$ cat src/rtl/bram_seq_ctrl.sv
// Load/play sequencer for a 256x16-class synchronous block RAM with separate
// write and read ports: fills a range from an input stream or streams it back.
module bram_seq_ctrl #(
    parameter int ADDR_W = 8,
    parameter int DATA_W = 16
) (
    input  logic              clk,
    input  logic              rst_n,
    input  logic              start_load,
    input  logic              start_play,
    input  logic              stop,
    input  logic [ADDR_W-1:0] base,
    input  logic [ADDR_W-1:0] len,
    input  logic              loop_en,
    input  logic [DATA_W-1:0] in_data,
    input  logic              in_valid,
    output logic              in_ready,
    output logic [DATA_W-1:0] out_data,
    output logic              out_valid,
    input  logic              out_ready,
    output logic              busy,
    output logic              done,
    output logic              ram_we,
    output logic              ram_wclke,
    output logic [ADDR_W-1:0] ram_waddr,
    output logic [DATA_W-1:0] ram_wdata,
    output logic              ram_re,
    output logic              ram_rclke,
    output logic [ADDR_W-1:0] ram_raddr,
    input  logic [DATA_W-1:0] ram_rdata
);

    typedef enum logic [1:0] {
        S_IDLE  = 2'd0,
        S_LOAD  = 2'd1,
        S_PLAY  = 2'd2,
        S_FLUSH = 2'd3
    } state_t;

    state_t state;
    state_t state_nxt;

    logic [ADDR_W-1:0] base_r;
    logic [ADDR_W-1:0] len_r;
    logic              loop_r;
    logic [ADDR_W-1:0] cnt;

    logic              wr_vld_p0;
    logic              rd_vld_p0;
    logic              rd_vld_p1;

    logic [DATA_W-1:0] fifo_mem [2];
    logic              fifo_wp;
    logic              fifo_rp;
    logic [1:0]        fifo_cnt;

    logic              start_ld;
    logic              start_pl;
    logic              abort;
    logic              wr_hs;
    logic              wr_last;
    logic              pop;
    logic              push;
    logic [2:0]        credit_sum;
    logic              rd_issue;
    logic              rd_last;
    logic              play_fin;
    logic [ADDR_W-1:0] iss_idx;
    logic [ADDR_W-1:0] iss_base;
    logic [ADDR_W-1:0] iss_len;
    logic              iss_loop;

    assign start_ld = (state == S_IDLE) && start_load;
    assign start_pl = (state == S_IDLE) && start_play && !start_load;

    // A load whose done is already showing cannot be aborted a second time.
    assign abort = stop && ((state == S_PLAY) || (state == S_FLUSH) ||
                            ((state == S_LOAD) && !done));

    assign wr_hs   = (state == S_LOAD) && in_valid && in_ready && !stop;
    assign wr_last = wr_hs && (cnt == len_r);

    assign pop  = out_valid && out_ready;
    // The RAM output holds its word until the FIFO has room for it.
    assign push = rd_vld_p1 && ((fifo_cnt != 2'd2) || pop);

    // Occupancy left after this cycle's pop plus the read not yet sampled by the RAM.
    assign credit_sum = {1'b0, fifo_cnt} - {2'b00, pop} + {2'b00, rd_vld_p0};

    // The very first read leaves straight from IDLE to meet the play latency.
    always_comb begin
        iss_idx  = cnt;
        iss_base = base_r;
        iss_len  = len_r;
        iss_loop = loop_r;
        if (state == S_IDLE) begin
            iss_idx  = '0;
            iss_base = base;
            iss_len  = len;
            iss_loop = loop_en;
        end
    end

    assign rd_issue = start_pl ||
                      ((state == S_PLAY) && !stop && (credit_sum < 3'd2));
    assign rd_last  = (iss_idx == iss_len);

    assign play_fin = (state == S_FLUSH) && !stop && pop && (fifo_cnt == 2'd1) &&
                      !rd_vld_p1 && !rd_vld_p0;

    always_ff @(posedge clk or negedge rst_n) begin
        if (!rst_n) begin
            state <= S_IDLE;
        end else begin
            state <= state_nxt;
        end
    end

    always_comb begin
        state_nxt = state;
        unique case (state)
            S_IDLE: begin
                if (start_load) begin
                    state_nxt = S_LOAD;
                end else if (start_play) begin
                    state_nxt = (rd_last && !iss_loop) ? S_FLUSH : S_PLAY;
                end
            end
            S_LOAD: begin
                if (stop || done) begin
                    state_nxt = S_IDLE;
                end
            end
            S_PLAY: begin
                if (abort) begin
                    state_nxt = S_IDLE;
                end else if (rd_issue && rd_last && !iss_loop) begin
                    state_nxt = S_FLUSH;
                end
            end
            S_FLUSH: begin
                if (abort || play_fin) begin
                    state_nxt = S_IDLE;
                end
            end
            default: state_nxt = S_IDLE;
        endcase
    end

    always_comb begin
        busy = (state != S_IDLE);
    end

    always_ff @(posedge clk or negedge rst_n) begin
        if (!rst_n) begin
            base_r <= '0;
            len_r  <= '0;
            loop_r <= 1'b0;
            cnt    <= '0;
            done   <= 1'b0;
        end else begin
            done <= abort || play_fin || wr_last;
            if (start_ld || start_pl) begin
                base_r <= base;
                len_r  <= len;
                loop_r <= loop_en;
            end
            if (start_ld) begin
                cnt <= '0;
            end else if (wr_hs) begin
                cnt <= cnt + ADDR_W'(1);
            end else if (rd_issue) begin
                cnt <= rd_last ? '0 : iss_idx + ADDR_W'(1);
            end
        end
    end

    // Write stage p0: accepted word presented on the RAM write port.
    always_ff @(posedge clk or negedge rst_n) begin
        if (!rst_n) begin
            in_ready  <= 1'b0;
            wr_vld_p0 <= 1'b0;
            ram_waddr <= '0;
            ram_wdata <= '0;
        end else begin
            if (start_ld) begin
                in_ready <= 1'b1;
            end else if ((state != S_LOAD) || stop || wr_last) begin
                in_ready <= 1'b0;
            end
            wr_vld_p0 <= wr_hs;
            if (wr_hs) begin
                ram_waddr <= base_r + cnt;
                ram_wdata <= in_data;
            end
        end
    end

    assign ram_we    = wr_vld_p0;
    assign ram_wclke = wr_vld_p0;

    // Read stage p0: address on the RAM read port; stage p1: word on ram_rdata.
    always_ff @(posedge clk or negedge rst_n) begin
        if (!rst_n) begin
            rd_vld_p0 <= 1'b0;
            rd_vld_p1 <= 1'b0;
            ram_raddr <= '0;
        end else begin
            rd_vld_p0 <= rd_issue;
            if (rd_issue) begin
                ram_raddr <= iss_base + iss_idx;
            end
            if (abort) begin
                rd_vld_p1 <= 1'b0;
            end else if (rd_vld_p0) begin
                rd_vld_p1 <= 1'b1;
            end else if (push) begin
                rd_vld_p1 <= 1'b0;
            end
        end
    end

    assign ram_re    = rd_vld_p0;
    assign ram_rclke = rd_vld_p0;

    // Output stage: 2-entry FIFO, head drives the play stream.
    always_ff @(posedge clk or negedge rst_n) begin
        if (!rst_n) begin
            fifo_mem[0] <= '0;
            fifo_mem[1] <= '0;
            fifo_wp     <= 1'b0;
            fifo_rp     <= 1'b0;
            fifo_cnt    <= '0;
        end else if (abort) begin
            fifo_wp  <= 1'b0;
            fifo_rp  <= 1'b0;
            fifo_cnt <= '0;
        end else begin
            if (push) begin
                fifo_mem[fifo_wp] <= ram_rdata;
                fifo_wp           <= ~fifo_wp;
            end
            if (pop) begin
                fifo_rp <= ~fifo_rp;
            end
            fifo_cnt <= fifo_cnt + {1'b0, push} - {1'b0, pop};
        end
    end

    assign out_valid = (fifo_cnt != 2'd0);
    assign out_data  = fifo_mem[fifo_rp];

endmodule

$ cat config.mk
export PLATFORM = sky130hd
export DESIGN_NAME = bram_seq_ctrl
export DESIGN_NICKNAME = d
export VERILOG_FILES = /design/src/rtl/bram_seq_ctrl.sv
export SDC_FILE = /design/constraint.sdc
export NUM_CORES = 1
export LEC_CHECK = 0
export ABC_AREA = 0
export CORE_MARGIN = 5
export CORE_UTILIZATION = 25
export DETAILED_ROUTE_END_ITERATION = 7
export HOLD_SLACK_MARGIN = 0.15
export SYNTH_ARGS = -nofsm -noshare
export SYNTH_HDL_FRONTEND = slang
export SYNTH_SLANG_ARGS = --single-unit
$ cat constraint.sdc
create_clock -name clk -period 3.1 [get_ports clk]
set_input_delay 0.62 -clock clk [delete_from_list [all_inputs] [get_ports clk]]
set_output_delay 0.62 -clock clk [all_outputs]
set_load 0.05 [all_outputs]
; ---- Yosys cells after proc, flatten, opt, wreduce, memory -nomap -nowiden
; Cells that the tools add are included.
[classes]
n_addsub = 8
n_lt_le_gt_ge = 4
n_eq_ne = 12
n_mux = 32
bitwise_logic = 5
n_reduce_logical = 48
[op_table]
columns = operator, count
row1 = $mux W16, 4
row2 = $mux W8, 7
row3 = $bwmux W32, 1
row4 = $logic_and A1 B1 Y1, 22
row5 = $add A8 B1 Y8 const B, 2
row6 = $add A8 B8 Y8, 2
row7 = $demux W16 S1, 1
row8 = $eq A8 B8 Y1, 2
row9 = $mux W2, 7
row10 = $mux W1, 11
row11 = $logic_or A1 B1 Y1, 10
row12 = $reduce_bool A2 Y1, 5
row13 = $pmux W2 S4, 1
row14 = $logic_not A1 Y1, 6
row15 = $ne A2 B1 Y1 const B, 3
row16 = $reduce_bool A3 Y1, 2
row17 = $eq A2 B1 Y1 const B, 2
row18 = $eq A2 B2 Y1 const B, 2
row19 = $ge A2 B2 Y1 const B, 2
row20 = $not A1 Y2, 2
row21 = $reduce_and A4 Y1, 1
row22 = $add A3 B1 Y3, 1
row23 = $lt A3 B2 Y1 const B, 1
row24 = $ne A3 B2 Y1 const B, 1
row25 = 9 further kinds, 11
[word_totals]
reg_bits = 100
inputBits = 56
wordCells = 127

; ---- Logic depth before layout (Yosys ltp)
[depth]
ltp_word = 12
ltp_mapped = 14
depth_no_buf = 12

; ---- Worst setup path before layout
; Ideal clock, no wire load.
[synth_timing]
path_kind = register to register
startpoint = reg state[1]
endpoint = reg ram_raddr[7]
setup_ns = 0.125
arrival_ns = 3.073
required_ns = 2.975
setup_slack_ns = -0.098
path_stages_with_launch = 13
path_buffers = 2
cell_sequence = dfrtp_1 buf_2 nor2_1 inv_1 clkbuf_1 nand2_1 nand2_1 ha_1 and3_1 a2111oi_0 a21oi_1 xnor2_1 mux2_2
[synth_via]
elab_chain_cells = 4
elab_cells_between_ends = 10
[synth_rtl]
columns = item, line
row1 = start: declaration, 40  ; state_t state;
row2 = start signal: assignment, 115  ; state <= state_nxt;
row3 = "parallel branches: the longest is 4 deep, another holds $add A8 B8 Y8", n/a
row4 = end signal: assignment, 211  ; ram_raddr <= iss_base + iss_idx;
row5 = end: declaration, 29  ; output logic [ADDR_W-1:0] ram_raddr,
; Parallel ways; which one is timed is not known.
; A chain may end at the register's enable or synchronous reset.

; ---- Worst setup path after layout
[layout_timing]
startpoint = in out_ready
endpoint = reg cnt[5]
[layout_via]
elab_chain_cells = 7
[layout_rtl]
columns = item, line
row1 = start: declaration, 20  ; input logic out_ready,
row2 = $logic_and A1 B1 Y1, 83  ; assign pop = out_valid && out_ready;
row3 = $sub A2 B1 Y3, 88  ; assign credit_sum = {1'b0, fifo_cnt} - {2'b00, pop} + {2'b00, rd_vld_p0};
row4 = $add A3 B1 Y3, 88
row5 = $lt A3 B2 Y1, 105  ; ((state == S_PLAY) && !stop && (credit_sum < 3'd2));
row6 = $logic_and A1 B1 Y1, 105
row7 = $logic_or A1 B1 Y1, 104  ; assign rd_issue = start_pl ||
row8 = $reduce_bool A3 Y1 (no line), n/a
row9 = end signal: assignment, 171  ; cnt <= cnt + ADDR_W'(1);
row10 = end signal: assignment, 173  ; cnt <= rd_last ? '0 : iss_idx + ADDR_W'(1);
row11 = end: declaration, 46  ; logic [ADDR_W-1:0] cnt;
; Every way passes these cells.

==> results by group <==
STA
  • Slew Viols, Final: 0
  • Achievable frequency: 345 MHz
  • Final Hold Vio Count: 0
  • Fin Clk Skew: around 0.012 ns
  • Final number of setup-violating endpoints: 0
  • Final WS setup: a little over 0.2 ns
  • Setup TNS: 0 ns
  • Final Cycle Share: ~93%
  • Slew headroom: 47.6%
  • RSZ-0062 raised after global routing: false
  • Hold slack: between 0.3 and 0.4 ns
  • Fin crit period: approximately 2.9 ns
  • Worst-margin pin slew: around 0.79 ns

Floorplan
  • Core area: 20900 um^2
  • Die X-Extent: between 150 and 200 um
  • Die area: between 20000 and 25000 um^2
  • Cell Rows: 53
  • Initial Util: about a quarter
  • Die height: 155 um
  • I/O pin count: roughly 110

Critical path
  • WP data required: ~3.4 ns
  • Crit Path Class: input pin to register
  • Critical path, cell by cell: clkdlybuf4s50_1, and3b_1, o21ai_0, fa_1, and4bb_2, and2_1, nor3_2, buf_4, nor3_1, nor4_1
  • WP buf/inv: 2
  • Worst path slowest cell: clkdlybuf4s50_1
  • CP max stage delay: 0.48 ns
  • Critical Path Start Type: input pin
  • Delay-heaviest family, CP: simple AND/OR/NAND/NOR gates
  • CP Data Arrival Time: 3.15 ns
  • Critical Path End Type: register
  • Max Fanout on Critical Path: 5

Detailed routing
  • Via count: between 3000 and 4000
  • # DRC: 0
  • Antenna Violating Nets Remaining: 0
  • DR iter-0 viols: about 210
  • DR pass1 iterations: 5
  • Routed length per instance: roughly 15 um
  • Vias per inst: between 4 and 5
  • WL final: approximately 13000 um

Global routing
  • Largest net degree at the start of global routing: 60
  • Vias in the first global route: 3940
  • Initial antenna violation count: 0
  • GRT Util Overall: 11.3%
  • First-pass GRT wire length: between 20000 and 25000 um
  • GRT overflow: 0

Final layout
  • Synth-to-layout area growth: 35.5%
  • N_diodes: 0
  • Nets: 699
  • Fin cells: approximately 900
  • Layout cells sized above 1: approximately a fifth

Synth
  • Unique cell type count in the Yosys netlist: 56
  • Post-synth top flop: dfrtp_1
  • Ys Warns: 0
  • Post-synth EDFFs: 0
  • #FFs+latches synth: 100
  • Syn nets: ~570
  • Syn Inst Count: 496
  • Syn_area_per_cell: about 11 um^2
  • Mapped cell area: roughly 5300 um^2
  • Asr flop ratio synth: between 90% and 100%
  • Sequential area share after synthesis: a little under half

Clocking
  • CTS tree: done
  • H-tree depth: 3
  • Max Root-Sink Buffers: 2
  • Setup bufs post-CTS: 0
  • Root buf cell: clkbuf_16
  • Worst-skew pair later-pin latency: approximately 0.35 ns
  • Clock sink count: 100
  • Worst-path clk slew: ~0.080 ns
  • CTS Hold Bufs: 0
  • Total CTS buffers: 9
  • Post_cts resized: 0

Place
  • Worst slack, placed: -0.180 ns
  • Cell Count Post-Placement: 886
  • Detail Placement HPWL: 10200 um
  • GPL Wtd Cong: 0.810
  • Port Buf Inserts: between 100 and 150

Pwr
  • Leak pwr: about 3.2 nW
  • Peak VDD IR: around 0.00043 V
  • Pwr dens: 1110 nW/um^2
  • Final Total Pwr: between 7 and 8 mW

Worst hold path
  • Worst Hold Class: input pin to async pin

Outcome
  • Outcome: finished clean

Run
  • Max-Cap Viols: 0
cells in the mapped netlist (6+ instances only):
cell | number | area (um^2)
dfrtp_1 | 100 | 2500
nand2_1 | 93 | 349
mux2_2 | 66 | 743
nor2_1 | 23 | 86.3
o21ai_0 | 21 | 105
ha_1 | 18 | 225
inv_1 | 16 | 60.1
xor2_1 | 16 | 140
a21oi_1 | 10 | 50.1
clkbuf_1 | 9 | 33.8
and2_1 | 8 | 50.1
and3_1 | 8 | 50.1
buf_2 | 8 | 40.0
nand3_1 | 8 | 40.0
a211oi_1 | 6 | 45.0
nor3_1 | 6 | 30.0
xnor2_1 | 6 | 52.6
kinds of logic (layout without fill, tap and decap cells):
family	count (synthesis)	in the layout	share of synthesized area, %
compound gates	68	68	8.61
xor+xnor	22	22	3.66
buf+inv	41	172	3.78
fa+ha+maj	21	21	5.42
mux	68	68	14.5
simple gates	176	176	16.5
flops	100	100	47.6
worst register-to-register path, cell delays in order (launching register included):
cell	delay [ns]
dfrtp_1	0.38
nor2_1	0.20
inv_1	0.26
and2_1	0.28
ha_1	0.35
and3_1	0.18
a2111oi_0	0.38
buf_4	0.19
a21oi_1	0.07
xnor2_1	0.14
mux2_2	0.27
cell type report:
type | instances | area (um^2)
repair buffers | 139 | 1320
flip-flops and latches | 100 | 2500
fillers | 2115 | 13800
inverters | 17 | 65.1
well taps | 275 | 344
clock buffers | 9 | 225
multi-input cells | 355 | 2560
clock inverters | 7 | 116
placed cells by master, fill, tap and decap left out, types with 6 or more instances in the layout:
cell type	count
clkdlybuf4s50_1	109
dfrtp_1	100
nand2_1	93
mux2_2	66
buf_4	30
nor2_1	23
o21ai_0	21
ha_1	18
inv_1	16
xor2_1	16
a21oi_1	10
clkbuf_16	9
and2_1	8
nand3_1	8
and3_1	8
xnor2_1	6
a211oi_1	6
nor3_1	6
registers in the layout, indices dropped and copies added (netlist names), 2 cells and up:
name       flops
fifo_mem      32
fifo_cnt       2
cnt            8
ram_raddr      8
ram_waddr      8
state          2
ram_wdata     16
len_r          8
base_r         8
per-layer routing:
layer	vias up	GRT usage, %	wire (um)
met2	100	17.4	6170
met4	0	3.62	206
li1	1967	-	-
met3	13	2.89	784
met1	1872	15.7	6230
met5	-	0	0
power breakdown:
part / switching, mW / leakage [nW] / internal (mW) / total (mW)
clock: 0.562 / 0.167 / 0.733 / 1.29
sequential: 0.356 / 1.26 / 1.89 / 2.24
combinational: 2.61 / 1.79 / 1.77 / 4.38
stage by stage:
step | cell area (um^2) | util (%)
after floorplan | 5260 | -
final | 7130 | 34.1
after detailed placement | 6790 | 32.5
after global routing | 7130 | 34.1
after CTS | 7130 | 34.1
after global placement | 6790 | 32.5
final timing paths:
path	startpoint	end	slack, ns	cells past startpoint
worst max-delay path	out_ready	cnt[5]$_DFFE_PN0P_	0.20	10
worst min-delay path	rst_n	fifo_mem[17]$_DFFE_PN0P_	0.34	1
worst max register to register	state[0]$_DFFE_PN0P_	ram_raddr[7]$_DFFE_PN0P_	0.30	10
worst min register to register	ram_wdata[6]$_DFFE_PN0P_	ram_wdata[6]$_DFFE_PN0P_	0.48	2
max in group asynchronous	rst_n	cnt[4]$_DFFE_PN0P_	2.02	2
min in group clk	ram_wdata[6]$_DFFE_PN0P_	ram_wdata[6]$_DFFE_PN0P_	0.48	2
Power figures use the tool's default switching activity.
